**src/rtl/grf_wb_arbiter.sv**
```systemverilog
// GRF writeback arbiter: port A (never stalled) always wins; port B results queue in a squashing FIFO.
// Latency: A 0 cycles, B >= 1 cycle (0 when GRF_WB_BYPASS_EN bypasses an empty queue). Backpressure: b_ready low when queue full.
module grf_wb_arbiter #(
    parameter int DEPTH = 4
) (
    input  logic        clk,
    input  logic        reset,
    input  logic        a_valid,
    input  logic [4:0]  a_addr,
    input  logic [31:0] a_data,
    input  logic [31:0] a_pc,
    input  logic        b_valid,
    output logic        b_ready,
    input  logic [4:0]  b_addr,
    input  logic [31:0] b_data,
    input  logic [31:0] b_pc,
    output logic        WE,
    output logic [4:0]  A3,
    output logic [31:0] WD,
    output logic [31:0] PC,
    input  logic [4:0]  rq_addr1,
    input  logic [4:0]  rq_addr2,
    output logic        rq_hit1,
    output logic        rq_hit2
);
    localparam int AW = $clog2(DEPTH);
    localparam logic [AW:0] FULL = (AW+1)'(DEPTH);

    logic [4:0]    addr_q [DEPTH];
    logic [4:0]    addr_d [DEPTH];
    logic [31:0]   data_q [DEPTH];
    logic [31:0]   data_d [DEPTH];
    logic [31:0]   pc_q   [DEPTH];
    logic [31:0]   pc_d   [DEPTH];
    logic [DEPTH-1:0] live_q, live_d;
    logic [AW-1:0] head_q, head_d, tail_q, tail_d;
    logic [AW:0]   cnt_q, cnt_d;

    logic a_wr, b_nz, empty, head_live, byp, push, pop;

    always_comb begin
        a_wr      = a_valid && (a_addr != 5'd0);
        empty     = (cnt_q == '0);
        head_live = !empty && live_q[head_q];
        b_ready   = reset && (cnt_q < FULL);
        b_nz      = b_valid && b_ready && (b_addr != 5'd0);
`ifdef GRF_WB_BYPASS_EN
        byp       = b_nz && empty && !a_wr;
`else
        byp       = 1'b0;
`endif
        push      = b_nz && !byp;
        // Dead heads drain every cycle; live heads only when A leaves the write port free.
        pop       = !empty && (!live_q[head_q] || !a_wr);

        WE = 1'b0;
        A3 = 5'd0;
        WD = 32'd0;
        PC = 32'd0;
        if (a_wr) begin
            WE = 1'b1; A3 = a_addr; WD = a_data; PC = a_pc;
        end else if (head_live) begin
            WE = 1'b1; A3 = addr_q[head_q]; WD = data_q[head_q]; PC = pc_q[head_q];
        end else if (byp) begin
            WE = 1'b1; A3 = b_addr; WD = b_data; PC = b_pc;
        end
    end

    always_comb begin
        addr_d = addr_q;
        data_d = data_q;
        pc_d   = pc_q;
        live_d = live_q;
        head_d = head_q;
        tail_d = tail_q;
        cnt_d  = cnt_q + {{AW{1'b0}}, push} - {{AW{1'b0}}, pop};
        // An A write makes older queued results to the same register stale.
        for (int i = 0; i < DEPTH; i++) begin
            if (a_wr && (addr_q[i] == a_addr)) live_d[i] = 1'b0;
        end
        if (pop) begin
            live_d[head_q] = 1'b0;
            head_d         = head_q + AW'(1);
        end
        if (push) begin
            addr_d[tail_q] = b_addr;
            data_d[tail_q] = b_data;
            pc_d[tail_q]   = b_pc;
            live_d[tail_q] = 1'b1;
            tail_d         = tail_q + AW'(1);
        end
    end

    // Live bits are cleared on pop, so live implies the entry is still queued.
    always_comb begin
        rq_hit1 = 1'b0;
        rq_hit2 = 1'b0;
        for (int i = 0; i < DEPTH; i++) begin
            if (live_q[i] && (addr_q[i] == rq_addr1)) rq_hit1 = 1'b1;
            if (live_q[i] && (addr_q[i] == rq_addr2)) rq_hit2 = 1'b1;
        end
        rq_hit1 = rq_hit1 && reset && (rq_addr1 != 5'd0);
        rq_hit2 = rq_hit2 && reset && (rq_addr2 != 5'd0);
    end

    always_ff @(posedge clk or negedge reset) begin
        if (!reset) begin
            for (int i = 0; i < DEPTH; i++) begin
                addr_q[i] <= 5'd0;
                data_q[i] <= 32'd0;
                pc_q[i]   <= 32'd0;
            end
            live_q <= '0;
            head_q <= '0;
            tail_q <= '0;
            cnt_q  <= '0;
        end else begin
            for (int i = 0; i < DEPTH; i++) begin
                addr_q[i] <= addr_d[i];
                data_q[i] <= data_d[i];
                pc_q[i]   <= pc_d[i];
            end
            live_q <= live_d;
            head_q <= head_d;
            tail_q <= tail_d;
            cnt_q  <= cnt_d;
        end
    end
endmodule

```
**config.mk**
```make
export PLATFORM = sky130hd
export DESIGN_NAME = grf_wb_arbiter
export DESIGN_NICKNAME = d
export VERILOG_FILES = /design/src/rtl/grf_wb_arbiter.sv
export SDC_FILE = /design/constraint.sdc
export NUM_CORES = 1
export LEC_CHECK = 0
export BUFFER_PORTS_ARGS = -buffer_cell sky130_fd_sc_hd__buf_2
export CORE_ASPECT_RATIO = 1.4
export CORE_MARGIN = 3
export CORE_UTILIZATION = 59
export CTS_BUF_LIST = sky130_fd_sc_hd__clkbuf_8
export DETAILED_ROUTE_END_ITERATION = 7
export GPL_ROUTABILITY_DRIVEN = 0
export PLACE_DENSITY = 0.84
export REMOVE_ABC_BUFFERS = 1
export SLEW_MARGIN = 30
export SYNTH_ARGS = -nofsm -noshare
export SYNTH_HDL_FRONTEND = slang
export SYNTH_SLANG_ARGS = --single-unit
```
**constraint.sdc**
```tcl
create_clock -name clk -period 3.5 [get_ports clk]
set_input_delay 0.525 -clock clk [delete_from_list [all_inputs] [get_ports clk]]
set_output_delay 0.525 -clock clk [all_outputs]
set_load 0.005 [all_outputs]
```
==> impl_metrics.yaml <==
clock_network:
  cts_tree: "built"
  root_buffer: "clkbuf_8"
  post_cts_buffers: 0
  cts_max_level: 2
  cts_buffers: 43
  clk_latency_ns: 0.53
  clkTransAtPathRegs_ns: 0.07
  cts_buffer_depth: 3
  cts_sinks: 287
logic_synthesis:
  synth_warnings: 0
  synth_edf_count: 0
  syn_inst: 916
  yosysSeqAreaShare: 0.5124
  ys_ff_latch: 287
  ys_types: 32
  ys.flop_type: "dfrtp_1"
  synth.avg_cell_area_um2: 15.30
  synthArstFlopShare: 1.000
  syn_area_um2: 14020
timing:
  finalHoldViolCount: 0
  rsz0062_at_grt: "no"
  maxSlewHeadroom: 0.4224
  setup_viol_count_final: 0
  fin_crit_ns: 3.059
  slew_viol_final: 0
  max_freq_mhz: 326.9
  skew_ns: 0.01461
  fin_crit_sh: 0.8740
  worst_pin_slew_ns: 0.8664
  fin_setup_tns_ns: 0
finish:
  finish.instance_area_um2: 16310
  synthToLayoutAreaGrowth_pct: 16.34
  drive_gt1_frac: 0.5695
  stdcell_count: 1470
  final_nets: 1291
detailed_routing:
  vias_per_cell: 5.937
  antenna_left: 0
  routed_wl_um: 30920
  drc: 0
  first_pass_iters: 4
  wl_per_cell_um: 21.03
  route.vias.total: 8727
  drtIter0Drc: 361
pwr:
  sw_frac_of_total: 0.3074
  max-vdd-ir-drop_mv: 0.6114
  clock_power_share: 0.202
  power.density_nw_per_um2: 856.0
  p_int_mw: 9.668
  leakagePower_nw: 7.624
  switching_power_mw: 4.291
  comb_power_share: 0.373
  p_seq_frac: 0.425
worst_setup_path:
  critPathMaxFanout: 18
  critPathLaunchType: "primary input"
  endpoint_kind: "flip-flop"
  crit_required_ns: 3.91
  worstPathCellList: "dlygate4sd3_1 > buf_8 > nor2b_1 > o311a_1 > inv_1 > ha_1 > inv_1 > ha_1 > fa_1 > xor2_1 > xnor2_1"
  slowest_delay_ns: 0.66
  cp.arrival_ns: 3.47
  crit_type: "in2reg"
  slowest_stage: "o311a_1"
placement:
  dp.cells: 1388
  portBuffers: 224
  hpwl_um: 19970
  post_dp_cell_area_um2: 15360
die:
  coreArea_um2: 23290
  dieArea_um2: 25670
  ios: 225
  initial_core_util: 0.6019
  rows: 66
  die_w_um: 136.3
  die_h_um: 188.4
hold_path:
  hold_path.class: "in2reg"
status:
  status: "finished clean"
global_routing:
  grt_pass1_wl_um: 49760
  antenna_found_initial: 6
  grt.overflow.total: 0
  track_usage: 0.2458
  grt_start_max_net_pins: 76
  grt_pass1_vias: 9565
run:
  cap_viol_max_count: 0
-- layer usage --
metal  GRT usage  routed length (µm)
met1      0.3140               12070
met2      0.4212               16270
met3     0.04327                1600
met4     0.09038                 952
met5           0                  21
-- Yosys cell counts (2+ instances only) --
cell type | number | share of area
nand3_1 | 4 | 0.0014
ha_1 | 10 | 0.0089
nand4_1 | 4 | 0.0018
dfrtp_1 | 287 | 0.51
nand2_4 | 2 | 0.0016
xnor2_1 | 19 | 0.012
buf_4 | 12 | 0.0064
a32o_1 | 4 | 0.0029
nor3_1 | 5 | 0.0018
inv_1 | 8 | 0.0021
or4_1 | 3 | 0.0016
buf_6 | 12 | 0.0096
mux2_2 | 276 | 0.22
nand2_1 | 8 | 0.0021
o21ai_0 | 4 | 0.0014
a22o_1 | 69 | 0.043
clkbuf_1 | 26 | 0.0070
nand2b_1 | 2 | 0.00089
buf_2 | 18 | 0.0064
and3_1 | 2 | 0.00089
mux4_2 | 70 | 0.11
a31oi_1 | 4 | 0.0018
buf_1 | 7 | 0.0019
xor2_1 | 45 | 0.028
nor4_1 | 8 | 0.0036
-- cells in the final DEF, fill, tap and decap left out, drive strengths merged, types with 2 or more instances in the layout --
cell and count:
xor2 45, ha 10, diode 5, o21ai 4
xnor2 19, and3 2, clkinv 3, inv 20
nand3 4, nand2 10, a22o 69, mux2 276
nor4 8, a32o 4, dfrtp 287, clkbuf 60
buf 241, a31oi 4, nand4 4, or4 3
mux4 70, nand2b 2, nor3 5
-- state kept, by name (all words and copies together) (netlist names) --
| register | count |
|---|---|
| pc_q | 128 |
| tail_q | 2 |
| data_q | 128 |
| head_q | 2 |
| addr_q | 20 |
| live_q | 4 |
| cnt_q | 3 |
-- power groups by stage --
| stage | clock network (mW) | registers (mW) | logic (mW) |
|---|---|---|---|
| 6_report | 2.83 | 5.93 | 5.20 |
| 5_1_grt | 3.04 | 6.11 | 5.65 |
| 4_1_cts | 2.88 | 5.92 | 5.28 |
| 3_5_place_dp | 0 | 5.97 | 5.25 |
| 3_3_place_gp | 0 | 5.87 | 5.10 |
| 2_1_floorplan | 0 | 5.88 | 3.81 |
-- worst paths after layout --
path | start | endpoint | slack (ns) | cells after the start
max | reset | cnt_q[2] | 0.44 | 11
min | b_pc[20] | pc_q[116] | 0.26 | 2
max reg2reg | cnt_q[2] | cnt_q[2] | 0.83 | 9
min reg2reg | data_q[44] | data_q[44] | 0.50 | 1
max in group asynchronous | reset | pc_q[122] | 1.29 | 4
min in group asynchronous | reset | data_q[126] | 0.40 | 2
-- through the flow --
stage / util / power (mW) / hold slack, ns / setup slack [ns]
after floorplan: - / 9.685 / 0.2294 / -1.451
after global placement: 0.6597 / 10.96 / 0.3472 / 0.5294
after detailed placement: 0.6597 / 11.22 / 0.3492 / 0.4679
after CTS: 0.6994 / 14.08 / 0.2304 / 0.2929
after global routing: 0.7002 / 14.80 / 0.2412 / 0.2621
final: 0.7003 / 13.96 / 0.2606 / 0.4411
-- area by class of cell --
class | count | area (µm²)
Clock inverter | 16 | 90.09
Multi-Input combinational cell | 546 | 6389
Timing Repair Buffer | 242 | 1389
Fill cell | 1649 | 6979
Antenna cell | 5 | 12.51
Inverter | 8 | 30.03
Sequential cell | 287 | 7189
Tap cell | 306 | 382.9
Clock buffer | 60 | 825.8
-- what timing repair did --
item / CTS / global route
hold endpoints to repair: 14 / 0
gates resized for setup: 0 / 0
hold buffers: 1 / 0
-- worst max-delay path: cells and delay by family --
kind	cells	cell delay (ns)
compound gates	1	0.66
xor+xnor	2	0.28
fa+ha+maj	3	0.89
buf+inv	4	0.89
simple gates	1	0.22
-- kinds of logic after synthesis --
family / share of synthesized area
buffers and inverters: 0.03347
muxes: 0.3342
adders and majority gates: 0.01035
DFF: 0.5124
AOI/OAI and AO/OA: 0.05159
and+or+nand+nor: 0.01803
xor gates and xnor gates: 0.03999
Power figures use the tool's default switching activity.
